**src/rtl/soda_machine_controller_if.sv**
```systemverilog
// Signal bundle between the soda machine controller, the coin acceptor/dispenser
// I/O and the total/compare datapath. The controller uses the master modport.
interface soda_machine_controller_if;
    logic c;
    logic tot_lt_s;
    logic s_eq_zero;
    logic tot_ld;
    logic tot_clr;
    logic d;
    logic oos;
    logic coin_rej;
    logic refund;

    modport master (
        input  c, tot_lt_s, s_eq_zero,
        output tot_ld, tot_clr, d, oos, coin_rej, refund
    );

    modport slave (
        output c, tot_lt_s, s_eq_zero,
        input  tot_ld, tot_clr, d, oos, coin_rej, refund
    );
endinterface

```
**src/rtl/soda_machine_controller.sv**
```systemverilog
// Moore FSM sequencing the soda machine total/compare datapath.
// Define SODA_TIMEOUT_EN to refund idle credit after TIMEOUT_CYCLES cycles.
module soda_machine_controller #(
    parameter int unsigned DISP_CYCLES    = 4,
    parameter int unsigned TIMEOUT_CYCLES = 1000,
    parameter int unsigned CNT_W          = 16
) (
    input logic clk,
    input logic rst,
    soda_machine_controller_if.master bus
);

    typedef enum logic [2:0] {
        S_INIT,
        S_WAIT,
        S_ADD,
        S_DISP,
        S_OOS
`ifdef SODA_TIMEOUT_EN
        , S_REFUND
`endif
    } state_t;

    localparam int unsigned      CNT_MAX_I = (DISP_CYCLES > TIMEOUT_CYCLES) ? DISP_CYCLES
                                                                              : TIMEOUT_CYCLES;
    localparam logic [CNT_W-1:0] CNT_MAX   = CNT_W'(CNT_MAX_I);
    localparam logic [CNT_W-1:0] DISP_LAST = CNT_W'(DISP_CYCLES - 1);
`ifdef SODA_TIMEOUT_EN
    localparam logic [CNT_W-1:0] TIMEOUT_LAST = CNT_W'(TIMEOUT_CYCLES - 1);
`endif

    state_t           state_q, state_d;
    logic [CNT_W-1:0] cnt_q, cnt_d, cnt_inc;
    logic             c_q;
    logic             pend_q, pend_d;
    logic             credit_q, credit_d;
    logic             coin_rej_q;
    logic             rise;

    assign rise    = bus.c & ~c_q;
    // Saturate so a misconfigured CNT_W can never wrap back into a matching count.
    assign cnt_inc = (cnt_q == CNT_MAX) ? cnt_q : cnt_q + CNT_W'(1);

    // NOTE: sequential state uses non-blocking assignments so every register
    // samples the pre-edge values regardless of statement order.
    always_ff @(posedge clk) begin
        if (rst) begin
            state_q    <= S_INIT;
            cnt_q      <= '0;
            c_q        <= 1'b0;
            pend_q     <= 1'b0;
            credit_q   <= 1'b0;
            coin_rej_q <= 1'b0;
        end else begin
            state_q    <= state_d;
            cnt_q      <= cnt_d;
            c_q        <= bus.c;
            pend_q     <= pend_d;
            credit_q   <= credit_d;
            coin_rej_q <= rise & ((state_q == S_DISP) | (state_q == S_OOS));
        end
    end

    // NOTE: every signal gets its hold value first so no path through the case
    // leaves one unassigned and infers a latch.
    always_comb begin
        state_d  = state_q;
        cnt_d    = cnt_q;
        pend_d   = pend_q;
        credit_d = credit_q;
        case (state_q)
            S_INIT: begin
                credit_d = 1'b0;
                cnt_d    = '0;
                state_d  = S_WAIT;
            end
            S_WAIT: begin
                if (bus.s_eq_zero) begin
                    state_d = S_OOS;
                end else if (rise | pend_q) begin
                    state_d = S_ADD;
                    pend_d  = 1'b0;
                end else if (!bus.tot_lt_s && credit_q) begin
                    state_d = S_DISP;
                    cnt_d   = '0;
`ifdef SODA_TIMEOUT_EN
                end else if (credit_q) begin
                    if (cnt_q == TIMEOUT_LAST) state_d = S_REFUND;
                    else                       cnt_d   = cnt_inc;
`endif
                end
            end
            S_ADD: begin
                credit_d = 1'b1;
                cnt_d    = '0;
                state_d  = S_WAIT;
                if (rise) pend_d = 1'b1;
            end
            S_DISP: begin
                if (cnt_q == DISP_LAST) state_d = S_INIT;
                else                    cnt_d   = cnt_inc;
            end
            S_OOS: begin
                // The total is left untouched so credit survives a price reload.
                if (!bus.s_eq_zero) begin
                    state_d = S_WAIT;
                    cnt_d   = '0;
                end
            end
`ifdef SODA_TIMEOUT_EN
            S_REFUND: state_d = S_INIT;
`endif
            default: state_d = S_INIT;
        endcase
    end

    assign bus.tot_clr  = (state_q == S_INIT);
    assign bus.tot_ld   = (state_q == S_ADD);
    assign bus.d        = (state_q == S_DISP);
    assign bus.oos      = (state_q == S_OOS);
    assign bus.coin_rej = coin_rej_q;
`ifdef SODA_TIMEOUT_EN
    assign bus.refund   = (state_q == S_REFUND);
`else
    assign bus.refund   = 1'b0;
`endif

endmodule

```
**src/flat_wrapper.sv**
```systemverilog
// flat-port wrapper written by rule: the top's interface ports become plain ports
module soda_machine_controller_flat 
#(
    parameter int unsigned DISP_CYCLES    = 4,
    parameter int unsigned TIMEOUT_CYCLES = 1000,
    parameter int unsigned CNT_W          = 16
)
  (clk, rst, bus_c, bus_tot_lt_s, bus_s_eq_zero, bus_tot_ld, bus_tot_clr, bus_d, bus_oos, bus_coin_rej, bus_refund);
  soda_machine_controller_if bus_i ();
  input logic clk;
  input logic rst;
  input wire logic [$bits(bus_i.c)-1:0] bus_c;
  input wire logic [$bits(bus_i.tot_lt_s)-1:0] bus_tot_lt_s;
  input wire logic [$bits(bus_i.s_eq_zero)-1:0] bus_s_eq_zero;
  output wire logic [$bits(bus_i.tot_ld)-1:0] bus_tot_ld;
  output wire logic [$bits(bus_i.tot_clr)-1:0] bus_tot_clr;
  output wire logic [$bits(bus_i.d)-1:0] bus_d;
  output wire logic [$bits(bus_i.oos)-1:0] bus_oos;
  output wire logic [$bits(bus_i.coin_rej)-1:0] bus_coin_rej;
  output wire logic [$bits(bus_i.refund)-1:0] bus_refund;
  assign bus_i.c = bus_c;
  assign bus_i.tot_lt_s = bus_tot_lt_s;
  assign bus_i.s_eq_zero = bus_s_eq_zero;
  assign bus_tot_ld = bus_i.tot_ld;
  assign bus_tot_clr = bus_i.tot_clr;
  assign bus_d = bus_i.d;
  assign bus_oos = bus_i.oos;
  assign bus_coin_rej = bus_i.coin_rej;
  assign bus_refund = bus_i.refund;
  soda_machine_controller #(.DISP_CYCLES(DISP_CYCLES), .TIMEOUT_CYCLES(TIMEOUT_CYCLES), .CNT_W(CNT_W)) u_core (.clk(clk), .rst(rst), .bus(bus_i));
endmodule
```
**config.mk**
```make
export PLATFORM = sky130hd
export DESIGN_NAME = soda_machine_controller_flat
export DESIGN_NICKNAME = d
export VERILOG_FILES = /design/src/rtl/soda_machine_controller_if.sv /design/src/rtl/soda_machine_controller.sv /design/src/flat_wrapper.sv
export SDC_FILE = /design/constraint.sdc
export NUM_CORES = 1
export LEC_CHECK = 0
export ABC_AREA = 1
export ABC_CLOCK_PERIOD_IN_PS = 3200
export BUFFER_PORTS_ARGS = -buffer_cell sky130_fd_sc_hd__buf_2
export CAP_MARGIN = 20
export CORE_MARGIN = 5
export CORE_UTILIZATION = 64
export CTS_CLUSTER_DIAMETER = 100
export CTS_CLUSTER_SIZE = 8
export DETAILED_ROUTE_END_ITERATION = 8
export GPL_TIMING_DRIVEN = 1
export HOLD_SLACK_MARGIN = 0.02
export PLACE_DENSITY = 0.84
export SYNTH_ARGS = -nofsm -noshare
export SYNTH_HDL_FRONTEND = slang
export SYNTH_SLANG_ARGS = --single-unit
```
**constraint.sdc**
```tcl
create_clock -name clk -period 3.2 [get_ports clk]
set_input_delay 0.32 -clock clk [delete_from_list [all_inputs] [get_ports clk]]
set_output_delay 0.32 -clock clk [all_outputs]
set_load 0.1 [all_outputs]
```
==> summary.md <==
| Metric | Value |
|---|---|
| Gr usage total | 20.9% |
| FMAX | 456 MHz |
| Cell area after synthesis | 1540 sq um |
| CTS root buf | clkbuf_4 |
| CP top delay family | buffers and inverters |
| # rows | 17 |
| Hold Crit Class | input pin to flip-flop |
| PD cells | 342 nW/um^2 |
| Vias per inst | 5.38 |
| Gate Count Post-Synth | 245 |
| Post CTS Setup Buffer Count | 0 |
| CTS Buffer Depth | 2 |
| Fin crit period | 2.19 ns |
| Crit Path Max Fanout | 11 |
| Avg Synthesized Cell Area | 6.27 sq um |
| Final Hold Viols | 0 |
| Critical Path RT | 2.88 ns |
| Num CTS Buffers | 3 |
| Post-CTS sizing | 0 |
| Initial Utilization | 68.1% |
| Max-Cap Viols | 0 |
| Setup slack after layout | 1.01 ns |
| Yosys cell types | 28 |
| Crit path DAT | 1.87 ns |
| Yosys warns | 0 |
| Peak supply drop | 385 uV |
| Dpl hpwl | 2490 microns |
| Final ANT Viol Nets | 0 |
| CP bufs+invs | 2 |
| Largest net degree at the start of global routing | 19 |
| Initial DRT Pass Iterations | 4 |
| CP Class | flip-flop to output pin |
| Fin. max-slew vios | 0 |
| Core area | 2250 sq um |
| Die Span Y | 59.0 microns |
| First-pass GRT wire length | 5800 microns |
| DR vias | 1505 |
| Setup TNS | 0 ns |
| Final hold slack | 0.245 ns |
| Initial antenna violation count | 0 |
| CTS clock-pin slew for the worst setup and hold paths | 0.13 ns |
| H-Tree Depth | 1 |
| Nets@finish | 260 |
| Crit-path cells | nand3_2 > inv_1 > buf_2 |
| WL/cell | 11.8 microns |
| Die Wd | 59.0 microns |
| Share of cells above drive strength 1 | 14.3% |
| Total wire length | 3300 microns |
| CTS sink count | 23 |
| Post-place instance area | 1570 sq um |
| Die ar. | 3480 sq um |
| Seq/Total Area, Yosys | 30.0% |
| Status | finished, final reports clean |
| P&R area growth vs syn | 3.91% |
| Vias in the first global route | 1384 |
| Crit start category | flip-flop |
| Max incr delay on CP | 0.51 ns |
| Grt ovf | 0 |
| Critical path endpoint category | output pin |
| Final GP Congestion | 0.876 |
| I/O Buffers | 9 |
| Initial detailed-routing violation count | 95 |
| Clock Latency Late Sink | 0.32 ns |
| Yosys reg bits | 23 |
| Static leakage | 0.647 nW |
| Final setup vio count | 0 |
| Ports | 11 |
| Antenna cells | 0 |
| TritonCTS clock tree | yes |
| Cts hold-fix bufs | 0 |
| Layout fillers | 214 |
| # DRC | 0 |
| Pre-CTS setup slack | 1.38 ns |
| Clock skew | 0.0105 ns |
| Slowest CP cell | buf_2 |
| Final worst path period share | 68.6% |
| RSZ-0062 raised after global routing | false |
| Syn nets | 252 |
| Design Area, Final | 1600 sq um |
## state kept, by name, indices dropped and copies added, names as in the netlist
register             cells
u_core.credit_q          1
u_core.c_q               1
u_core.bus.coin_rej      1
u_core.state_q           3
u_core.pend_q            1
u_core.cnt_q            16
## layout by cell type (no fill, tap or decap), types with 3 or more instances in the layout
master and instances:
o21ai_0 5, xnor2_1 3, nand2_2 6, nand2_1 62, clkbuf_4 3, inv_1 25, a21oi_2 8, nor2_1 44
buf_2 9, a21oi_1 10, nand3_1 28, nand4_1 4, dfxtp_1 23, nor3_1 4
## cell usage after synthesis
library cell  count  area [sq um]
inv_2             2          7.51
o21bai_1          1          7.51
o22ai_1           1          6.26
a31o_2            1          8.76
o21ai_0           5          25.0
ha_1              2          25.0
conb_1            1          3.75
buf_2             4          20.0
nand2_2           6          37.5
nand2_4           2          22.5
nor2_4            1          11.3
nand2_1          62           233
a21oi_2           8          70.1
a21oi_1          10          50.1
nor3_1            4          20.0
nor3b_1           1          7.51
nand3_1          28           140
buf_12            1          20.0
nand4_1           4          25.0
nor2_1           44           165
xnor2_1           3          26.3
dfxtp_1          23           460
xor2_1            2          17.5
nand3_2           1          10.0
buf_4             1          7.51
o21ai_2           1          8.76
nor2_2            1          6.26
inv_1            25          93.8
## metrics by stage
step,total power [W],utilization [%],instances
after floorplan,0.000405,-,245
after global placement,0.000413,69.6,276
after detailed placement,0.000413,69.6,276
after CTS,0.000549,70.8,280
after global routing,0.000573,70.8,280
final,0.000546,70.8,280
## tightest hold or removal path, stage by stage
cell    delay, ns
buf_2        0.11
inv_1        0.06
nor2_1       0.04
## metal layers
layer  track usage, %  wire (microns)  vias up
li1                 -               -      793
met1             27.9            1600      667
met2             35.6            1530       41
met3             2.83             156        4
met4             4.85              23        0
met5                0               0        -
## power by group
part	switching, W	total (W)	internal (W)
sequential	0.00000469	0.000296	0.000291
clock	0.0000927	0.000139	0.0000467
combinational	0.0000888	0.000112	0.0000227
total	0.000186	0.000546	0.000360
## kinds of logic after synthesis
logic type / count (synthesis) / synth area share, %
other cells: 1 / 0.244
fa+ha+maj: 2 / 1.63
simple gates: 154 / 44.1
buf+inv: 33 / 9.69
flops: 23 / 30.0
xor+xnor: 5 / 2.85
compound gates: 27 / 11.5
## path summary, 6_finish.rpt
path / end / depth (start not counted) / startpoint / slack, ns
setup / recovery: bus_d / 3 / u_core.state_q[0] / 1.01
hold / removal: u_core.c_q / 3 / bus_c / 0.25
setup reg to reg: u_core.cnt_q[14] / 7 / u_core.cnt_q[0] / 1.44
hold reg to reg: u_core.credit_q / 2 / u_core.credit_q / 0.49
## area by class of cell
cell class                      instances  area (sq um)  area share [%]
Multi-Input combinational cell        189           927            58.1
Sequential cell                        23           460            28.8
Inverter                               27           101            6.35
Timing Repair Buffer                    9          45.0            2.82
Tap cell                               28          35.0            2.19
Clock buffer                            3          22.5            1.41
Clock inverter                          1          5.00           0.313
(Power assumes the default switching activity.)
